--- config.mk ---
export PLATFORM = sky130hd
export DESIGN_NAME = hazard_ctrl_flat
export DESIGN_NICKNAME = d
export VERILOG_FILES = /design/src/rtl/hazard_ctrl_if.sv /design/src/rtl/hazard_ctrl.sv /design/src/flat_wrapper.sv
export SDC_FILE = /design/constraint.sdc
export NUM_CORES = 1
export LEC_CHECK = 0
export BUFFER_PORTS_ARGS = -buffer_cell sky130_fd_sc_hd__buf_4
export CAP_MARGIN = 20
export CORE_AREA = 2 2 95 97
export CTS_BUF_LIST = sky130_fd_sc_hd__clkbuf_2 sky130_fd_sc_hd__clkbuf_4 sky130_fd_sc_hd__clkbuf_8
export CTS_CLUSTER_DIAMETER = 30
export DETAILED_ROUTE_END_ITERATION = 10
export DIE_AREA = 0 0 97 99
export PLACE_DENSITY = 0.86
export SYNTH_ARGS = -nofsm -noshare
export SYNTH_HDL_FRONTEND = slang
export SYNTH_SLANG_ARGS = --single-unit
--- constraint.sdc ---
create_clock -name CLK -period 6.48 [get_ports CLK]
set_clock_uncertainty 0.2 [all_clocks]
set_input_delay 0.324 -clock CLK [delete_from_list [all_inputs] [get_ports CLK]]
set_output_delay 0.324 -clock CLK [all_outputs]
set_load 0.02 [all_outputs]
--- src/rtl/hazard_ctrl_if.sv ---
// Pipeline-control bundle between the hazard sequencer and the datapath.
// The master side is the sequencer. It takes hit and hazard status and
// drives the per-register advance/flush controls and the perf counters.
interface hazard_ctrl_if #(
  parameter int CNT_W = 32
);
  // Status from the datapath
  logic             ihit;
  logic             dhit;
  logic             mem_dREN;
  logic             mem_dWEN;
  logic             mem_halt;
  logic             ex_dREN;
  logic             ex_WEN;
  logic [4:0]       ex_wsel;
  logic [4:0]       id_rsel1;
  logic [4:0]       id_rsel2;
  logic             id_use_rs;
  logic             id_use_rt;
  logic             ex_redirect;

  // Controls back to the datapath
  logic             pc_W;
  logic             ifid_W;
  logic             idex_W;
  logic             exmem_W;
  logic             memwb_W;
  logic             ifid_RST;
  logic             idex_RST;
  logic             exmem_RST;
  logic             memwb_RST;
  logic             halt;
  logic [CNT_W-1:0] cycle_cnt;
  logic [CNT_W-1:0] stall_cnt;
  logic [CNT_W-1:0] flush_cnt;

  modport master (
    input  ihit, dhit, mem_dREN, mem_dWEN, mem_halt, ex_dREN, ex_WEN,
           ex_wsel, id_rsel1, id_rsel2, id_use_rs, id_use_rt, ex_redirect,
    output pc_W, ifid_W, idex_W, exmem_W, memwb_W,
           ifid_RST, idex_RST, exmem_RST, memwb_RST, halt,
           cycle_cnt, stall_cnt, flush_cnt
  );

  modport slave (
    output ihit, dhit, mem_dREN, mem_dWEN, mem_halt, ex_dREN, ex_WEN,
           ex_wsel, id_rsel1, id_rsel2, id_use_rs, id_use_rt, ex_redirect,
    input  pc_W, ifid_W, idex_W, exmem_W, memwb_W,
           ifid_RST, idex_RST, exmem_RST, memwb_RST, halt,
           cycle_cnt, stall_cnt, flush_cnt
  );
endinterface

--- src/rtl/hazard_ctrl.sv ---
// Central sequencer for the five-stage pipeline. It resolves memory waits,
// HALT drain, EX redirects, load-use and fetch stalls in fixed priority.
// Controls are combinational from the state and inputs. The only stored
// state is the RUN/DRAIN/HALTED register and the saturating perf counters.
module hazard_ctrl #(
  parameter int CNT_W = 32
) (
  input  logic          CLK,
  input  logic          nRST,
  hazard_ctrl_if.master hif
);

  typedef enum logic [1:0] {
    RUN    = 2'd0,
    DRAIN  = 2'd1,
    HALTED = 2'd2
  } state_t;

  state_t           state, next_state;
  logic             mem_stall;
  logic             load_use;
  logic             inc_cycle;
  logic             inc_stall;
  logic             inc_flush;
  logic [CNT_W-1:0] cycle_q, stall_q, flush_q;

  // Hazard detection. A write to $zero never creates a dependency.
  assign mem_stall = (hif.mem_dREN | hif.mem_dWEN) & ~hif.dhit;
  assign load_use  = hif.ex_dREN & hif.ex_WEN & (hif.ex_wsel != 5'd0) &
                     ((hif.id_use_rs & (hif.id_rsel1 == hif.ex_wsel)) |
                      (hif.id_use_rt & (hif.id_rsel2 == hif.ex_wsel)));

  // State register.
  // NOTE: sequential state uses non-blocking assignments only, so every flop samples pre-edge values.
  always_ff @(posedge CLK or negedge nRST) begin
    if (!nRST) state <= RUN;
    else       state <= next_state;
  end

  // Next-state and control decode, with priority inside RUN.
  // NOTE: every output gets a default before the case, which keeps this block free of inferred latches.
  always_comb begin
    next_state    = state;
    hif.pc_W      = 1'b0;
    hif.ifid_W    = 1'b0;
    hif.idex_W    = 1'b0;
    hif.exmem_W   = 1'b0;
    hif.memwb_W   = 1'b0;
    hif.ifid_RST  = 1'b0;
    hif.idex_RST  = 1'b0;
    hif.exmem_RST = 1'b0;
    hif.memwb_RST = 1'b0;
    hif.halt      = 1'b0;
    inc_cycle     = 1'b0;
    inc_stall     = 1'b0;
    inc_flush     = 1'b0;

    // While reset is held every control stays low, even though the state
    // register already reads RUN.
    if (nRST) begin
      unique case (state)
        RUN: begin
          inc_cycle = 1'b1;
          if (mem_stall) begin
            // Freeze the whole pipe and feed WB a bubble.
            hif.memwb_RST = 1'b1;
            inc_stall     = 1'b1;
          end else if (hif.mem_halt) begin
            // Let HALT move into WB and squash everything younger.
            hif.ifid_RST  = 1'b1;
            hif.idex_RST  = 1'b1;
            hif.exmem_RST = 1'b1;
            hif.memwb_W   = 1'b1;
            next_state    = DRAIN;
          end else if (hif.ex_redirect) begin
            // Take the new PC and drop the wrong-path IF and ID instructions.
            // Any in-flight fetch is abandoned, so ihit does not matter here.
            hif.pc_W     = 1'b1;
            hif.ifid_RST = 1'b1;
            hif.idex_RST = 1'b1;
            hif.exmem_W  = 1'b1;
            hif.memwb_W  = 1'b1;
            inc_flush    = 1'b1;
          end else if (load_use) begin
            // Hold PC and IF/ID, and insert one bubble into EX.
            hif.idex_RST = 1'b1;
            hif.exmem_W  = 1'b1;
            hif.memwb_W  = 1'b1;
            inc_stall    = 1'b1;
          end else if (!hif.ihit) begin
            // The fetch is not done: hold PC and send a bubble into ID.
            hif.ifid_RST = 1'b1;
            hif.idex_W   = 1'b1;
            hif.exmem_W  = 1'b1;
            hif.memwb_W  = 1'b1;
            inc_stall    = 1'b1;
          end else begin
            hif.pc_W    = 1'b1;
            hif.ifid_W  = 1'b1;
            hif.idex_W  = 1'b1;
            hif.exmem_W = 1'b1;
            hif.memwb_W = 1'b1;
          end
        end
        DRAIN: begin
          // HALT retires in WB this cycle. The pipe behind it is already empty.
          inc_cycle     = 1'b1;
          hif.memwb_RST = 1'b1;
          next_state    = HALTED;
        end
        HALTED: begin
          hif.halt = 1'b1;
        end
        default: next_state = RUN;
      endcase
    end
  end

  // Saturating performance counters. They clear on reset and hold in HALTED.
  always_ff @(posedge CLK or negedge nRST) begin
    if (!nRST) begin
      cycle_q <= '0;
      stall_q <= '0;
      flush_q <= '0;
    end else begin
      if (inc_cycle && cycle_q != '1) cycle_q <= cycle_q + CNT_W'(1);
      if (inc_stall && stall_q != '1) stall_q <= stall_q + CNT_W'(1);
      if (inc_flush && flush_q != '1) flush_q <= flush_q + CNT_W'(1);
    end
  end

  assign hif.cycle_cnt = cycle_q;
  assign hif.stall_cnt = stall_q;
  assign hif.flush_cnt = flush_q;

endmodule

--- src/flat_wrapper.sv ---
// flat-port wrapper written by rule: the top's interface ports become plain ports
module hazard_ctrl_flat 
#(
  parameter int CNT_W = 32
)
  (CLK, nRST, hif_ihit, hif_dhit, hif_mem_dREN, hif_mem_dWEN, hif_mem_halt, hif_ex_dREN, hif_ex_WEN, hif_ex_wsel, hif_id_rsel1, hif_id_rsel2, hif_id_use_rs, hif_id_use_rt, hif_ex_redirect, hif_pc_W, hif_ifid_W, hif_idex_W, hif_exmem_W, hif_memwb_W, hif_ifid_RST, hif_idex_RST, hif_exmem_RST, hif_memwb_RST, hif_halt, hif_cycle_cnt, hif_stall_cnt, hif_flush_cnt);
  hazard_ctrl_if #(.CNT_W(CNT_W)) hif_i ();
  input  logic CLK;
  input  logic nRST;
  input wire logic [$bits(hif_i.ihit)-1:0] hif_ihit;
  input wire logic [$bits(hif_i.dhit)-1:0] hif_dhit;
  input wire logic [$bits(hif_i.mem_dREN)-1:0] hif_mem_dREN;
  input wire logic [$bits(hif_i.mem_dWEN)-1:0] hif_mem_dWEN;
  input wire logic [$bits(hif_i.mem_halt)-1:0] hif_mem_halt;
  input wire logic [$bits(hif_i.ex_dREN)-1:0] hif_ex_dREN;
  input wire logic [$bits(hif_i.ex_WEN)-1:0] hif_ex_WEN;
  input wire logic [$bits(hif_i.ex_wsel)-1:0] hif_ex_wsel;
  input wire logic [$bits(hif_i.id_rsel1)-1:0] hif_id_rsel1;
  input wire logic [$bits(hif_i.id_rsel2)-1:0] hif_id_rsel2;
  input wire logic [$bits(hif_i.id_use_rs)-1:0] hif_id_use_rs;
  input wire logic [$bits(hif_i.id_use_rt)-1:0] hif_id_use_rt;
  input wire logic [$bits(hif_i.ex_redirect)-1:0] hif_ex_redirect;
  output wire logic [$bits(hif_i.pc_W)-1:0] hif_pc_W;
  output wire logic [$bits(hif_i.ifid_W)-1:0] hif_ifid_W;
  output wire logic [$bits(hif_i.idex_W)-1:0] hif_idex_W;
  output wire logic [$bits(hif_i.exmem_W)-1:0] hif_exmem_W;
  output wire logic [$bits(hif_i.memwb_W)-1:0] hif_memwb_W;
  output wire logic [$bits(hif_i.ifid_RST)-1:0] hif_ifid_RST;
  output wire logic [$bits(hif_i.idex_RST)-1:0] hif_idex_RST;
  output wire logic [$bits(hif_i.exmem_RST)-1:0] hif_exmem_RST;
  output wire logic [$bits(hif_i.memwb_RST)-1:0] hif_memwb_RST;
  output wire logic [$bits(hif_i.halt)-1:0] hif_halt;
  output wire logic [$bits(hif_i.cycle_cnt)-1:0] hif_cycle_cnt;
  output wire logic [$bits(hif_i.stall_cnt)-1:0] hif_stall_cnt;
  output wire logic [$bits(hif_i.flush_cnt)-1:0] hif_flush_cnt;
  assign hif_i.ihit = hif_ihit;
  assign hif_i.dhit = hif_dhit;
  assign hif_i.mem_dREN = hif_mem_dREN;
  assign hif_i.mem_dWEN = hif_mem_dWEN;
  assign hif_i.mem_halt = hif_mem_halt;
  assign hif_i.ex_dREN = hif_ex_dREN;
  assign hif_i.ex_WEN = hif_ex_WEN;
  assign hif_i.ex_wsel = hif_ex_wsel;
  assign hif_i.id_rsel1 = hif_id_rsel1;
  assign hif_i.id_rsel2 = hif_id_rsel2;
  assign hif_i.id_use_rs = hif_id_use_rs;
  assign hif_i.id_use_rt = hif_id_use_rt;
  assign hif_i.ex_redirect = hif_ex_redirect;
  assign hif_pc_W = hif_i.pc_W;
  assign hif_ifid_W = hif_i.ifid_W;
  assign hif_idex_W = hif_i.idex_W;
  assign hif_exmem_W = hif_i.exmem_W;
  assign hif_memwb_W = hif_i.memwb_W;
  assign hif_ifid_RST = hif_i.ifid_RST;
  assign hif_idex_RST = hif_i.idex_RST;
  assign hif_exmem_RST = hif_i.exmem_RST;
  assign hif_memwb_RST = hif_i.memwb_RST;
  assign hif_halt = hif_i.halt;
  assign hif_cycle_cnt = hif_i.cycle_cnt;
  assign hif_stall_cnt = hif_i.stall_cnt;
  assign hif_flush_cnt = hif_i.flush_cnt;
  hazard_ctrl #(.CNT_W(CNT_W)) u_core (.CLK(CLK), .nRST(nRST), .hif(hif_i));
endmodule
==> results of run 1 <==
[worst max-delay path by stage]
| stage | slack (ns) | start | cells after the start | to |
|---|---|---|---|---|
| 5_1_grt | 3.28 | nRST | 8 | u_core.hif.flush_cnt[31] |
| 4_1_cts | 3.47 | nRST | 8 | u_core.hif.flush_cnt[31] |
| 2_1_floorplan | 4.01 | u_core.hif.flush_cnt[0] | 9 | u_core.hif.flush_cnt[10] |
| 6_report | 3.49 | nRST | 8 | u_core.hif.flush_cnt[31] |
| 3_3_place_gp | 3.76 | nRST | 7 | u_core.hif.flush_cnt[31] |
| 3_5_place_dp | 3.65 | nRST | 7 | u_core.hif.flush_cnt[31] |
[worst max-delay path, stage by stage]
cell	delay, ns
sky130_fd_sc_hd__dlygate4sd3_1	0.53
sky130_fd_sc_hd__buf_4	0.34
sky130_fd_sc_hd__nor3b_4	0.36
sky130_fd_sc_hd__nand4b_2	0.24
sky130_fd_sc_hd__or3_1	0.56
sky130_fd_sc_hd__nor3_2	0.37
sky130_fd_sc_hd__nand4_1	0.17
sky130_fd_sc_hd__xnor2_1	0.15
[synth_stat cells, drive strengths merged (4+ instances only)]
library cell | count | area share [%]
nand2 | 41 | 3.1
nand2b | 4 | 0.50
xor2 | 51 | 9.0
buf | 5 | 0.50
nand4 | 22 | 2.9
or3 | 5 | 0.63
nor2 | 33 | 2.6
and4 | 10 | 1.8
nor3 | 23 | 2.4
nand3 | 40 | 4.1
and3 | 13 | 1.6
and2 | 5 | 0.63
nor3b | 4 | 0.83
dfrtp | 98 | 49
a21oi | 7 | 0.78
xnor2 | 49 | 8.6
nor4 | 16 | 2.7
or2 | 5 | 0.63
mux2 | 4 | 0.91
inv | 8 | 0.60
nor4b | 4 | 0.71
a31oi | 5 | 0.76
[final cells by class]
class                   count  area, um^2  share of cell area, %
clock buffers               9       123.9                  1.963
clock inverters             7       98.84                  1.566
inverters                   8       30.03                 0.4758
multi-input cells         363        2447                  38.78
flip-flops and latches     98        2452                  38.86
well taps                 108       135.1                  2.141
repair buffers            136        1023                  16.22
[kinds of logic after synthesis]
logic type / synth area share [%]
fa+ha+maj: 0.7559
flops: 49.38
simple gates: 26.13
buf+inv: 1.335
compound gates: 3.855
mux: 0.9070
xor+xnor: 17.64
[sequential cells by signal (all words and copies together) (netlist names)]
register	flops
u_core.hif.cycle_cnt	32
u_core.hif.flush_cnt	32
u_core.hif.stall_cnt	32
u_core.state	2
[through the flow]
step / hold slack [ns] / area [um^2] / util, %
5_1_grt: 0.1823 / 6311 / 73.81
3_3_place_gp: 0.06571 / 6078 / 71.09
2_1_floorplan: -0.1716 / 4966 / -
3_5_place_dp: 0.06792 / 6078 / 71.09
6_report: 0.1607 / 6311 / 73.81
4_1_cts: 0.1494 / 6311 / 73.81
[routing by layer]
metal | routed length (um) | up-vias
met5 | 0 | -
met4 | 197 | 0
met3 | 711 | 15
met2 | 6313 | 154
met1 | 4961 | 2042
li1 | - | 1963
[power by group through the flow]
| stage | Sequential, mW | Clock (mW) | Combinational (mW) |
|---|---|---|---|
| floorplan | 0.780 | 0 | 0.126 |
| global placement | 0.741 | 0 | 0.310 |
| detailed placement | 0.744 | 0 | 0.318 |
| CTS | 0.733 | 0.450 | 0.321 |
| global route | 0.742 | 0.475 | 0.344 |
| finish | 0.734 | 0.448 | 0.319 |
==> run summary, run 1 <==
The clock input transition at the sequential cells of the worst setup and hold paths came out at 0.10 ns. The area of the placeable core was 8551 um^2; the routed wirelength normalized by instance count was 16.71 um. The number of clock sinks came out at 98. The run gives 48.9% as the part of the power in registers.

The number of cells on the worst hold path came out at 3. The pin slew with the least headroom to its limit came out at 0.9115 ns. The post-layout total power was 1.501 mW; the unique cell type count in the Yosys netlist was 52. The number of fill cells was 601; the growth of design area from synthesis to finish was 27.08%. For the worst setup path, the data arrival time is 3.06 ns. Measured along the x axis, the die boundary spans 97 um. CTS built an H-tree with a depth of 3. The maximum vdd ir drop is 0.1638 mV, and the final critical-path required period is 2.988 ns. The net switching share of the total power was 32.04%. The tools report the type of destination of the critical path as a register. The global-route layer with the greatest usage is met2.

The part of the power in combinational logic is 21.3%. The async set or reset register ratio after synthesis is 100.0%, and the met2 track demand over resource in global routing is 45.30%. The die covers 9603 um^2.

The post-synthesis cell count is 477, and the deepest clock path buffer count is 2. For this run, the number of Yosys warnings is 0. For this run, global-route usage on met3 was measured as 4.397%.

The total number of vias came out at 4174. At the end of the flow, the number of nets in the layout was 646. Proportion of power drawn by the clock network: 29.8%.

TritonCTS built the clock tree. The estimated wirelength of the detail-placed design came out at 8988 um. The total net switching power is 481.1 uW. The classification of the worst setup path is primary input to register. The number of DRC markers after the initial detailed-route iteration was 160; the last weighted congestion value of the routability-driven placer was 0.9318. The initialized floorplan defines 34 standard-cell rows.

The startpoint of the tightest hold check path was hif_mem_halt. The tools report the final-report hold violation count as 0. The worst pin sits at a relative slew slack of 39.24%. The tools report the number of global-route vias before repair as 4105. Dividing the synthesized area by the synthesized cell count gives 10.41 um^2. The synthesized netlist occupies a cell area of 4966 um^2. The most common cell after layout, fill and taps aside was sky130_fd_sc_hd__buf_4. Counting every net in the synthesized netlist gives 507.

The logs give 73 for the maximum number of pins on one net before global-route repair and 58.08% for the starting utilization of the core area. Of the synthesized area, sequential elements account for 49.38%. Setup repair after global routing left no endpoint under its margin. Counting flops with a built-in enable in the synthesized netlist gives 0. In this run, post-CTS repair resized a total of 0 instances. The pre-antenna-repair detailed-routing pass consisted of 4 iterations.

The fraction of final layout cells sized beyond drive strength 1 is 28.02%. Across the run, the number of max-cap violations was 0. The flow ran to the end, and the final reports show no timing, DRC or antenna violations.

For this run, the leading register cell type out of synthesis is sky130_fd_sc_hd__dfrtp_1. Global routing used 25.82% of the available tracks. For hold timing, the worst endpoint is u_core.state[0]. The number of standard cells in the final layout excluding fillers is 729. Startpoint kind of the worst setup timing path: a primary input. The beginning of the worst register-to-register path is u_core.hif.stall_cnt[7]. The final worst-path cycle share came out at 46.12%. The path class of the tightest hold or removal check is primary input to register.

Buffer cell driving the clock tree root: sky130_fd_sc_hd__clkbuf_8. For the worst flop-to-flop path, the logic depth is 7. The run gives 0 as the initial antenna violation count. The top cell types in the final layout, fill and taps aside, are sky130_fd_sc_hd__buf_4 (135), sky130_fd_sc_hd__dfrtp_1 (98), sky130_fd_sc_hd__xor2_1 (51), sky130_fd_sc_hd__xnor2_1 (49), sky130_fd_sc_hd__nand2_1 (41).

The logs give 3.648 ns for the pre-CTS setup slack and 1.020 mW for the internal power. From bottom edge to top edge, the die measures 99 um. The number of buffers inserted by post-CTS setup repair came out at 0.

The tools report the total clock buffers created by CTS as 9. Register bit total from synthesis: 98. The number of placed instances, taps included, is 712.

In this run the worst path has a maximum fanout of 31. After routing, the total negative slack on setup checks comes to 0 ns. The analysis attributes to cell leakage a power of 3.115 nW. The number of antenna cells inserted was 0. The run gives 0 as the final-report max-slew violation count. The global-route wire length before repair was 20150 um.

In the post-route analysis, the smallest setup slack over all paths is 3.492 ns. For this run, global-route usage on met1 was measured as 32.86%. The insertion delay to the later sink of the worst-skew pair is 0.37 ns, and the final wirelength is 12180 um.

The tools report the highest clock rate as 0.3346 GHz. For the worst setup path, the data required time is 6.55 ns. The remaining design rule violation count came out at 0.

The tools report the number of nets with antenna violations after detailed routing as 0. The total congestion overflow was 0; the routed via count divided by cell count was 5.726. Setup violations remaining at the end of the flow were counted as 0. The tools report the number of ports placed on the die boundary as 133. In this run the critical register-to-register path is captured at u_core.hif.stall_cnt[19].

For the number of buffers inserted by hold repair at cts, the log shows 1. The register-to-register setup slack is 3.58 ns, and the power per cell area is 237.9 nW/um^2. During placement, the flow inserted port buffers numbering 132.
Power figures use the tool's default switching activity.
==> run 2: changes to the inputs <==
Settings changed: CORE_AREA 2 2 95 97 to 2 2 104 106, DIE_AREA 0 0 97 99 to 0 0 106 108, PLACE_DENSITY 0.86 to 0.76.
Clock period 6.48 ns to 2.5 ns, I/O delays scaled along.
==> run summary, run 2 (synthesis results as in run 1) <==
The run finished with clean final reports. In this run the worst setup path begins at u_core.hif.cycle_cnt[3]. The maximum fanout encountered on the critical timing path is 6. In this run the number of H-tree levels came out at 3. Maximum vdd ir drop: 0.7002 mV.

The count of nets left with antenna violations once routing finished came out at 0. The tools report the beginning of the worst register-to-register path as u_core.hif.cycle_cnt[3]. In this run, the number of DRC markers left after iteration 0 of detailed routing was 126.

The horizontal extent of the die came out at 106 um. The tools report the highest clock rate as 0.4187 GHz. The starting utilization of the core area came out at 48.54%.

The path category of the worst min-delay check is primary input to asynchronous set/reset pin. The final net count was 661. The die is 108 um tall. The post-layout total power is 3.731 mW, and the routed via count divided by cell count is 5.391. The number of global-route vias before repair came out at 3959. Setup slack on the worst reg-to-reg path comes out at 0.11 ns. TritonCTS built the clock tree. The tools report the die area as 11450 um^2. Counting every sink on the clock net gives 98.

Buffers inserted during clock tree synthesis total 9. The endpoint identified for the worst register-to-register timing path is u_core.hif.cycle_cnt[27]. The finished layout holds 772 standard cells, fillers aside.

Global routing used 21.14% of the available tracks. The routed wirelength normalized by instance count was 15.43 um. The tools report the final wirelength as 11910 um. Leaving out fill and tap cells, the most frequent cells in the layout are sky130_fd_sc_hd__buf_4 (148), sky130_fd_sc_hd__dfrtp_1 (98), sky130_fd_sc_hd__xor2_1 (51), sky130_fd_sc_hd__xnor2_1 (49), sky130_fd_sc_hd__nand2_1 (41). At the later pin of the worst-skew pair, clock insertion delay measures 0.37 ns. Destination of the critical timing path: u_core.hif.cycle_cnt[27]. Detailed placement finished with a half-perimeter wire length of 8886 um. The first global-routing pass estimated 19310 um of wire. The depth of the most critical reg-to-reg path came out at 6. The run gives 0 as the final-report hold violation count. The startpoint kind of the worst setup timing path is a register.

The initial antenna violation count was 0; the endpoint required time on the critical path was 2.56 ns. Buffers placed on the I/O ports in this run total 132. For the total number of vias, the log shows 4162. The first detailed-routing pass took 4 iterations. The buffer cell driving the clock tree root was sky130_fd_sc_hd__clkbuf_8.

Summed over all cells, the static leakage comes to 3.169 nW. After floorplanning, the core was sized to cover 10230 um^2. Total congestion overflow: 0. The longest clock path from root to sink contains 2 buffers. The final-report max-slew violation count is 0. The library cell used most frequently in the layout, excluding fill and tap cells, is sky130_fd_sc_hd__buf_4. In this run, placement finished with an instance count of 753.

The number of antenna cells inserted was 0; the remaining design rule violation count was 0. The largest incremental delay on the critical path works out to 0.46 ns. Setup repair after global routing could not meet its margin everywhere. Pin placement for this block handled 133 I/O pins.

The last weighted congestion value of the routability-driven placer is 0.8423, and the fraction of final layout cells sized beyond drive strength 1 is 30.19%. The worst setup path is captured at a register. Number of max-cap violations: 0. Data arrival time of the worst path: 2.45 ns. Entering global routing, the biggest net connects 83 pins.

The tools report the total of endpoints with negative setup slack in the final report as 0. Clock input transition at the sequential cells of the worst setup and hold paths: 0.10 ns. Of the available clock period, the critical path in the final layout requires 95.53%. The power per cell area works out to 577.3 nW/um^2.

In the final timing run, aggregate negative setup slack is 0 ns. Counting I/O delays and the setup requirement, the final critical path takes 2.388 ns. At the pin with the least slew margin, the transition time is 0.5568 ns. The slowest stage of the critical path is the sky130_fd_sc_hd__nor4_2 cell. The worst setup path is of the register to register kind.

Traced cell by cell, the critical path runs through and4_1, nand4_1, or2_2, nor4_2, nand3_1, xnor2_1. The growth of design area from synthesis to finish is 30.13%, and the standard-cell row count is 37. In this run the tightest slew margin relative to its limit is 62.81%.
## run 2: changes by cell type in the layout (fill, tap and decap cells not counted), sizes merged
cell / change
inv: -1
dlygate4sd3: +1
bufinv: -2
clkinvlp: +3
buf: +14
## run 2: area by class of cell
class	count	area, um^2
fill	857	3769
timing repair buffer	151	1159
multi-input combinational	363	2475
clock buffer	9	123.9
clock inverter	7	52.55
tap	136	170.2
sequential	98	2452
inverter	8	30.03
## run 2: layer usage
metal	share of wire, %	global-route usage, %	up-vias
met3	6.8	3.858	18
met2	46	33.92	140
met4	1.7	7.801	0
met5	0	0	-
met1	45	28.96	2012
li1	-	-	1992
## run 2: how the worst min path moves through the flow
stage / to / startpoint / cells after the start
final: u_core.state[0] / nRST / 3
after global routing: u_core.state[0] / nRST / 3
after CTS: u_core.state[0] / nRST / 3
after detailed placement: u_core.state[0] / nRST / 2
after global placement: u_core.state[1] / nRST / 2
after floorplan: u_core.hif.cycle_cnt[0] / nRST / 0
## run 2: power breakdown
group	leakage (nW)	switching [mW]	internal (mW)	total, mW
logic	1.77	0.485	0.394	0.879
registers	1.32	0.179	1.71	1.89
clock network	0.0783	0.595	0.367	0.962
## run 2: what timing repair did
item / CTS / global route
hold endpoints to repair: 99 / 0
resized for setup: 0 / 5
endpoints found under the setup margin: 0 / 12
setup buffers: 0 / 0
hold buffers: 2 / 0
## run 2: metrics by stage
| stage | cell area, um^2 | utilization [%] | worst slack, ns | hold slack [ns] |
|---|---|---|---|---|
| floorplan | 4966 | - | 0.02957 | -0.3706 |
| global placement | 6211 | 60.71 | 0.1929 | -0.06371 |
| detailed placement | 6211 | 60.71 | 0.1308 | -0.06140 |
| CTS | 6407 | 62.63 | 0.1201 | 0.1049 |
| global route | 6462 | 63.17 | -0.01587 | 0.1371 |
| finish | 6462 | 63.17 | 0.1118 | 0.1081 |
## run 2: critical path: cells and delay by family, from the launching register on
kind	cells	cell delay, ns
AND/OR/NAND/NOR	5	1.47
flip-flops	1	0.45
XOR/XNOR	1	0.16
